--- src/rtl/axi_lite_mem_master_if.sv ---
// AXI4-Lite write (AW/W/B) and read (AR/R) channel bundle between the CPU bridge and the memory slave.
interface axi_lite_mem_master_if #(
  parameter int ADDR_WIDTH = 32,
  parameter int DATA_WIDTH = 32
);
  logic [ADDR_WIDTH-1:0]   AWADDR;
  logic [2:0]              AWPROT;
  logic                    AWVALID;
  logic                    AWREADY;
  logic [DATA_WIDTH-1:0]   WDATA;
  logic [DATA_WIDTH/8-1:0] WSTRB;
  logic                    WVALID;
  logic                    WREADY;
  logic [1:0]              BRESP;
  logic                    BVALID;
  logic                    BREADY;
  logic [ADDR_WIDTH-1:0]   ARADDR;
  logic [2:0]              ARPROT;
  logic                    ARVALID;
  logic                    ARREADY;
  logic [DATA_WIDTH-1:0]   RDATA;
  logic [1:0]              RRESP;
  logic                    RVALID;
  logic                    RREADY;

  modport master (
    output AWADDR, AWPROT, AWVALID, WDATA, WSTRB, WVALID, BREADY,
    output ARADDR, ARPROT, ARVALID, RREADY,
    input  AWREADY, WREADY, BRESP, BVALID, ARREADY, RDATA, RRESP, RVALID
  );

  modport slave (
    input  AWADDR, AWPROT, AWVALID, WDATA, WSTRB, WVALID, BREADY,
    input  ARADDR, ARPROT, ARVALID, RREADY,
    output AWREADY, WREADY, BRESP, BVALID, ARREADY, RDATA, RRESP, RVALID
  );
endinterface

--- src/rtl/axi_lite_mem_master.sv ---
// Bridges the CPU load/store port onto AXI4-Lite, one transaction at a time, with a per-transaction
// watchdog that forces completion (resp 11) if the slave stalls.
//   state     | meaning
//   S_IDLE    | waiting for cpu_req
//   S_WR_REQ  | AWVALID/WVALID up, each dropped on its own handshake
//   S_WR_RESP | BREADY up, waiting for BVALID
//   S_RD_ADDR | ARVALID up, waiting for ARREADY
//   S_RD_DATA | RREADY up, waiting for RVALID
//   S_DONE    | cpu_done pulse, busy clears on exit
module axi_lite_mem_master #(
  parameter int         ADDR_WIDTH     = 32,
  parameter int         DATA_WIDTH     = 32,
  parameter logic [2:0] PROT           = 3'b000,
  parameter int         TIMEOUT_CYCLES = 64
) (
  input  logic                    ACLK,
  input  logic                    reset,
  input  logic                    cpu_req,
  input  logic                    cpu_we,
  input  logic [ADDR_WIDTH-1:0]   cpu_addr,
  input  logic [DATA_WIDTH-1:0]   cpu_wdata,
  input  logic [DATA_WIDTH/8-1:0] cpu_wstrb,
  output logic                    cpu_busy,
  output logic                    cpu_done,
  output logic [DATA_WIDTH-1:0]   cpu_rdata,
  output logic [1:0]              cpu_resp,
  output logic                    cpu_err,
  axi_lite_mem_master_if.master   axi
);
  localparam logic [2:0] S_IDLE    = 3'd0;
  localparam logic [2:0] S_WR_REQ  = 3'd1;
  localparam logic [2:0] S_WR_RESP = 3'd2;
  localparam logic [2:0] S_RD_ADDR = 3'd3;
  localparam logic [2:0] S_RD_DATA = 3'd4;
  localparam logic [2:0] S_DONE    = 3'd5;

  localparam int WD_W = (TIMEOUT_CYCLES > 1) ? $clog2(TIMEOUT_CYCLES) : 1;
  localparam logic [WD_W-1:0] WD_LAST = WD_W'((TIMEOUT_CYCLES > 0) ? TIMEOUT_CYCLES - 1 : 0);

  logic [2:0]      state;
  logic [WD_W-1:0] wd_cnt;
  logic            in_flight;
  logic            final_hs;
  logic            wd_expire;

  assign axi.AWPROT = PROT;
  assign axi.ARPROT = PROT;

  assign in_flight = (state != S_IDLE) && (state != S_DONE);
  assign final_hs  = ((state == S_WR_RESP) && axi.BVALID && axi.BREADY) ||
                     ((state == S_RD_DATA) && axi.RVALID && axi.RREADY);
  // The edge on which the counter would reach TIMEOUT_CYCLES is the abort edge.
  assign wd_expire = (TIMEOUT_CYCLES != 0) && in_flight && (wd_cnt == WD_LAST) && !final_hs;

  always_ff @(posedge ACLK) begin
    if (reset) begin
      state       <= S_IDLE;
      wd_cnt      <= '0;
      cpu_busy    <= 1'b0;
      cpu_done    <= 1'b0;
      cpu_err     <= 1'b0;
      cpu_rdata   <= '0;
      cpu_resp    <= 2'b00;
      axi.AWADDR  <= '0;
      axi.AWVALID <= 1'b0;
      axi.WDATA   <= '0;
      axi.WSTRB   <= '0;
      axi.WVALID  <= 1'b0;
      axi.BREADY  <= 1'b0;
      axi.ARADDR  <= '0;
      axi.ARVALID <= 1'b0;
      axi.RREADY  <= 1'b0;
    end else begin
      cpu_done <= 1'b0;
      cpu_err  <= 1'b0;
      if (in_flight) wd_cnt <= wd_cnt + 1'b1;

      case (state)
        S_IDLE: begin
          if (cpu_req) begin
            cpu_busy <= 1'b1;
            wd_cnt   <= '0;
            if (cpu_we) begin
              axi.AWADDR  <= cpu_addr;
              axi.WDATA   <= cpu_wdata;
              axi.WSTRB   <= cpu_wstrb;
              axi.AWVALID <= 1'b1;
              axi.WVALID  <= 1'b1;
              state       <= S_WR_REQ;
            end else begin
              axi.ARADDR  <= cpu_addr;
              axi.ARVALID <= 1'b1;
              state       <= S_RD_ADDR;
            end
          end
        end
        S_WR_REQ: begin
          if (axi.AWVALID && axi.AWREADY) axi.AWVALID <= 1'b0;
          if (axi.WVALID && axi.WREADY) axi.WVALID <= 1'b0;
          // A low VALID in this state means that channel already handshook on an earlier edge.
          if ((!axi.AWVALID || axi.AWREADY) && (!axi.WVALID || axi.WREADY)) begin
            axi.BREADY <= 1'b1;
            state      <= S_WR_RESP;
          end
        end
        S_WR_RESP: begin
          if (axi.BVALID) begin
            axi.BREADY <= 1'b0;
            cpu_resp   <= axi.BRESP;
            cpu_done   <= 1'b1;
            cpu_err    <= |axi.BRESP;
            state      <= S_DONE;
          end
        end
        S_RD_ADDR: begin
          if (axi.ARREADY) begin
            axi.ARVALID <= 1'b0;
            axi.RREADY  <= 1'b1;
            state       <= S_RD_DATA;
          end
        end
        S_RD_DATA: begin
          if (axi.RVALID) begin
            axi.RREADY <= 1'b0;
            cpu_rdata  <= axi.RDATA;
            cpu_resp   <= axi.RRESP;
            cpu_done   <= 1'b1;
            cpu_err    <= |axi.RRESP;
            state      <= S_DONE;
          end
        end
        S_DONE: begin
          cpu_busy <= 1'b0;
          state    <= S_IDLE;
        end
        default: state <= S_IDLE;
      endcase

      // Abort overrides whatever the state logic scheduled on this edge.
      if (wd_expire) begin
        axi.AWVALID <= 1'b0;
        axi.WVALID  <= 1'b0;
        axi.BREADY  <= 1'b0;
        axi.ARVALID <= 1'b0;
        axi.RREADY  <= 1'b0;
        cpu_resp    <= 2'b11;
        cpu_done    <= 1'b1;
        cpu_err     <= 1'b1;
        state       <= S_DONE;
      end
    end
  end
endmodule
--- src/flat_wrapper.sv ---
// flat-port wrapper written by rule: the top's interface ports become plain ports
module axi_lite_mem_master_flat 
#(
  parameter int         ADDR_WIDTH     = 32,
  parameter int         DATA_WIDTH     = 32,
  parameter logic [2:0] PROT           = 3'b000,
  parameter int         TIMEOUT_CYCLES = 64
)
  (ACLK, reset, cpu_req, cpu_we, cpu_addr, cpu_wdata, cpu_wstrb, cpu_busy, cpu_done, cpu_rdata, cpu_resp, cpu_err, axi_AWADDR, axi_AWPROT, axi_AWVALID, axi_WDATA, axi_WSTRB, axi_WVALID, axi_BREADY, axi_ARADDR, axi_ARPROT, axi_ARVALID, axi_RREADY, axi_AWREADY, axi_WREADY, axi_BRESP, axi_BVALID, axi_ARREADY, axi_RDATA, axi_RRESP, axi_RVALID);
  axi_lite_mem_master_if #(.ADDR_WIDTH(ADDR_WIDTH), .DATA_WIDTH(DATA_WIDTH)) axi_i ();
  input  logic ACLK;
  input  logic reset;
  input  logic cpu_req;
  input  logic cpu_we;
  input  logic [ADDR_WIDTH-1:0] cpu_addr;
  input  logic [DATA_WIDTH-1:0] cpu_wdata;
  input  logic [DATA_WIDTH/8-1:0] cpu_wstrb;
  output logic cpu_busy;
  output logic cpu_done;
  output logic [DATA_WIDTH-1:0] cpu_rdata;
  output logic [1:0] cpu_resp;
  output logic cpu_err;
  output wire logic [$bits(axi_i.AWADDR)-1:0] axi_AWADDR;
  output wire logic [$bits(axi_i.AWPROT)-1:0] axi_AWPROT;
  output wire logic [$bits(axi_i.AWVALID)-1:0] axi_AWVALID;
  output wire logic [$bits(axi_i.WDATA)-1:0] axi_WDATA;
  output wire logic [$bits(axi_i.WSTRB)-1:0] axi_WSTRB;
  output wire logic [$bits(axi_i.WVALID)-1:0] axi_WVALID;
  output wire logic [$bits(axi_i.BREADY)-1:0] axi_BREADY;
  output wire logic [$bits(axi_i.ARADDR)-1:0] axi_ARADDR;
  output wire logic [$bits(axi_i.ARPROT)-1:0] axi_ARPROT;
  output wire logic [$bits(axi_i.ARVALID)-1:0] axi_ARVALID;
  output wire logic [$bits(axi_i.RREADY)-1:0] axi_RREADY;
  input wire logic [$bits(axi_i.AWREADY)-1:0] axi_AWREADY;
  input wire logic [$bits(axi_i.WREADY)-1:0] axi_WREADY;
  input wire logic [$bits(axi_i.BRESP)-1:0] axi_BRESP;
  input wire logic [$bits(axi_i.BVALID)-1:0] axi_BVALID;
  input wire logic [$bits(axi_i.ARREADY)-1:0] axi_ARREADY;
  input wire logic [$bits(axi_i.RDATA)-1:0] axi_RDATA;
  input wire logic [$bits(axi_i.RRESP)-1:0] axi_RRESP;
  input wire logic [$bits(axi_i.RVALID)-1:0] axi_RVALID;
  assign axi_AWADDR = axi_i.AWADDR;
  assign axi_AWPROT = axi_i.AWPROT;
  assign axi_AWVALID = axi_i.AWVALID;
  assign axi_WDATA = axi_i.WDATA;
  assign axi_WSTRB = axi_i.WSTRB;
  assign axi_WVALID = axi_i.WVALID;
  assign axi_BREADY = axi_i.BREADY;
  assign axi_ARADDR = axi_i.ARADDR;
  assign axi_ARPROT = axi_i.ARPROT;
  assign axi_ARVALID = axi_i.ARVALID;
  assign axi_RREADY = axi_i.RREADY;
  assign axi_i.AWREADY = axi_AWREADY;
  assign axi_i.WREADY = axi_WREADY;
  assign axi_i.BRESP = axi_BRESP;
  assign axi_i.BVALID = axi_BVALID;
  assign axi_i.ARREADY = axi_ARREADY;
  assign axi_i.RDATA = axi_RDATA;
  assign axi_i.RRESP = axi_RRESP;
  assign axi_i.RVALID = axi_RVALID;
  axi_lite_mem_master #(.ADDR_WIDTH(ADDR_WIDTH), .DATA_WIDTH(DATA_WIDTH), .PROT(PROT), .TIMEOUT_CYCLES(TIMEOUT_CYCLES)) u_core (.ACLK(ACLK), .reset(reset), .cpu_req(cpu_req), .cpu_we(cpu_we), .cpu_addr(cpu_addr), .cpu_wdata(cpu_wdata), .cpu_wstrb(cpu_wstrb), .cpu_busy(cpu_busy), .cpu_done(cpu_done), .cpu_rdata(cpu_rdata), .cpu_resp(cpu_resp), .cpu_err(cpu_err), .axi(axi_i));
endmodule
--- config.mk ---
export PLATFORM = sky130hd
export DESIGN_NAME = axi_lite_mem_master_flat
export DESIGN_NICKNAME = d
export VERILOG_FILES = /design/src/rtl/axi_lite_mem_master_if.sv /design/src/rtl/axi_lite_mem_master.sv /design/src/flat_wrapper.sv
export SDC_FILE = /design/constraint.sdc
export NUM_CORES = 1
export LEC_CHECK = 0
export CAP_MARGIN = 15
export CORE_ASPECT_RATIO = 2
export CORE_MARGIN = 1.5
export CORE_UTILIZATION = 35
export DETAILED_ROUTE_END_ITERATION = 10
export MAX_ROUTING_LAYER = met4
export PLACE_DENSITY = 0.74
export SLEW_MARGIN = 20
export SYNTH_ARGS = -nofsm -noshare
export SYNTH_HDL_FRONTEND = slang
export SYNTH_SLANG_ARGS = --single-unit
export TNS_END_PERCENT = 5
--- constraint.sdc ---
create_clock -name ACLK -period 3.3 [get_ports ACLK]
set_clock_uncertainty 0.2 [all_clocks]
set_input_delay 0.66 -clock ACLK [delete_from_list [all_inputs] [get_ports ACLK]]
set_output_delay 0.66 -clock ACLK [all_outputs]
set_load 0.01 [all_outputs]
==> impl_results.md <==
- Status: finished clean
- Top-level I/O count: about 260
- Die ar.: between 15,000 and 20,000 um2
- N_diodes: 0
- Vias per cell: 4.82
- Layout Nets: between 1,000 and 1,500
- Total number of vias: about 5,500
- Hold_ws: between 200 and 300 ps
- Pwr dens: 550 nW/um2
- Post-CTS Setup Inserts: 0
- Data arrival, critical path: 2390 ps
- Final period util: slightly below 70%
- CTS H-Tree Depth: 4
- Crit path kind: input port to register
- Drt total wl: roughly 16 mm
- Max-Cap Viols: 0
- CP Launch Type: input port
- Initial antenna violation count: 0
- Synth async-reset ratio: 0%
- Sequential area share after synthesis: approximately 54%
- Count of different cell masters after synthesis: 39
- Endpoints failing setup: 0
- Number of synthesized flops with an enable pin: 0
- CP endpoint kind: register
- Slew margin rel.: about 60%
- VDD IR max: 0.354 mV
- Max Clk Rate: around 440 MHz
- Chip height: roughly 180 um
- Initial drt markers: around 220
- Initial core utilization: ~36%
- Root Driver: clkbuf_16
- Clk slew on worst S/H paths: about 60 ps
- Commonest non-fill, non-tap cell in the layout: nand2_1
- Cts hold-fix bufs: 0
- RSZ-0062 raised after global routing: no
- Period minus WS final: 2260 ps
- Pin slew with the least headroom to its limit: 599 ps
- Drc violations: 0
- Critical Path RT: ~3400 ps
- Setup TNS: 0 ps
- Synth Instances: between 600 and 700
- Layout cell share with drive strength beyond 1: under 10%
- First-pass GRT wire length: about 26 mm
- Die outline width: about 92 um
- Synth Register Bits: 151
- Max FO, Critical Path: 33
- CTS Buf Count: 17
- Resized Gates After CTS: 0
- Leakage power: about 3 nW
- Synthesized area: approximately 5600 um2
- PortBufs: around 250
- Clock sink count: 151
- Vias in the first global route: 5,274
- Final ANT Viol Nets: 0
- Power Total: around 4.8 mW
- WL per Instance: about 14 um
- Final Slew Violations: 0
- Largest net degree at the start of global routing: about 70
- Placer Congestion: ~0.8
- Synth Flop Type: dfxtp_1
- GRT Util Overall: 19.9%
- Multi-input gate area: ~2300 um2
- Synthesized area per cell: 8.08 um2
- Clk buf depth: 2
- Dpl cells: 1,101
- Register area: 3020 um2
- Worst min path class: register to register
- Row count: 65
- Clk Latency, worst-skew pair: between 400 and 500 ps
- DRT Pass-1 Iters: 5
- P&R area growth vs syn: 58.1%
- Yosys warnings: 0
- Final std cells w/o fill: about 1,100
- Fill cell count: around 1,400
- Detailed placer's ending HPWL: ~11 mm
- Final Hold Fails: 0
- Most frequent cells in the layout: 269 x nand2_1, 253 x clkdlybuf4s50_1, 151 x dfxtp_1
- CTS tree: done
- Grt ovf: 0
- Core area: about 16,000 um2
## cell type report
type                    instances  area share, %
multi-input cells             483           25.8
flip-flops and latches        151           34.4
clock inverters                14           1.89
well taps                     201           2.86
repair buffers                263           30.0
clock buffers                  18           5.00
inverters                       3          0.128
## final timing paths
path                                       from                                  to  slack, ps  depth (start not counted)
min reg2reg  u_core.axi.AWADDR[23]$_SDFFE_PP0P_  u_core.axi.AWADDR[23]$_SDFFE_PP0P_        250                          2
min          u_core.axi.AWADDR[23]$_SDFFE_PP0P_  u_core.axi.AWADDR[23]$_SDFFE_PP0P_        250                          2
max reg2reg        u_core.state[1]$_SDFFE_PP0P_     u_core.cpu_resp[1]$_SDFFE_PP0P_       1150                          5
max                                     cpu_req  u_core.axi.ARADDR[10]$_SDFFE_PP0P_       1040                          6
## worst max-delay path: stages
cell,delay [ps]
clkdlybuf4s50_1,560
nor4b_4,330
nor2b_2,200
buf_4,360
nand2_1,110
a21oi_1,160
## power by group
| group | internal [mW] | switching (mW) |
|---|---|---|
| registers | 1.95 | 0.0896 |
| clock network | 1.16 | 0.816 |
| logic | 0.434 | 0.393 |
## flip-flops by register name (all words and copies together) (netlist names)
name	flops
u_core.axi.RREADY	1
u_core.axi.WVALID	1
u_core.cpu_rdata	32
u_core.cpu_done	1
u_core.cpu_busy	1
u_core.axi.ARADDR	32
u_core.axi.WDATA	32
u_core.cpu_resp	2
u_core.axi.AWVALID	1
u_core.state	3
u_core.axi.WSTRB	4
u_core.cpu_err	1
u_core.axi.ARVALID	1
u_core.wd_cnt	6
u_core.axi.BREADY	1
u_core.axi.AWADDR	32
## synthesized netlist by cell type (2+ instances only)
cell | n | area [um2]
mux2i_1 | 2 | 20.0
nand2_1 | 270 | 1010
nor4_2 | 2 | 25.0
buf_2 | 12 | 60.1
nor2_1 | 13 | 48.8
clkbuf_1 | 31 | 116
a211oi_1 | 2 | 15.0
or2_2 | 2 | 12.5
dfxtp_1 | 151 | 3020
mux2_2 | 4 | 45.0
buf_4 | 8 | 60.1
a21oi_1 | 141 | 706
xor2_1 | 5 | 43.8
inv_1 | 3 | 11.3
a221oi_1 | 2 | 17.5
buf_6 | 4 | 45.0
o2111ai_1 | 2 | 17.5
nand2b_1 | 4 | 25.0
a31oi_1 | 4 | 25.0
o21ai_0 | 7 | 35.0
## kinds of logic (layout without fill, tap and decap cells)
logic type	Yosys count	count (layout)	share of synthesized area, %
compound gates	162	162	15.4
xor+xnor	6	6	1.08
fa+ha+maj	1	1	0.225
buf+inv	59	298	5.33
flops	151	151	54.4
mux	6	6	1.17
other cells	1	6	0.0675
simple gates	302	302	22.4
## metal layers
| metal | global-route usage (%) | part of all wire, % | wire (um) |
|---|---|---|---|
| met3 | 5.51 | 8.0 | 1310 |
| met5 | - | 0 | 0 |
| met4 | 5.97 | 1.4 | 224 |
| met2 | 32.1 | 47 | 7770 |
| met1 | 23.9 | 43 | 7060 |
## metrics by stage
| stage | instance area, um2 | utilization, % | worst slack [ps] |
|---|---|---|---|
| CTS | 8790 | 56.3 | 1040 |
| detailed placement | 8180 | 52.4 | 645 |
| floorplan | 5580 | - | 1390 |
| global placement | 8180 | 52.4 | 711 |
| global route | 8790 | 56.3 | 922 |
| finish | 8790 | 56.3 | 1040 |
(Power assumes the default switching activity.)
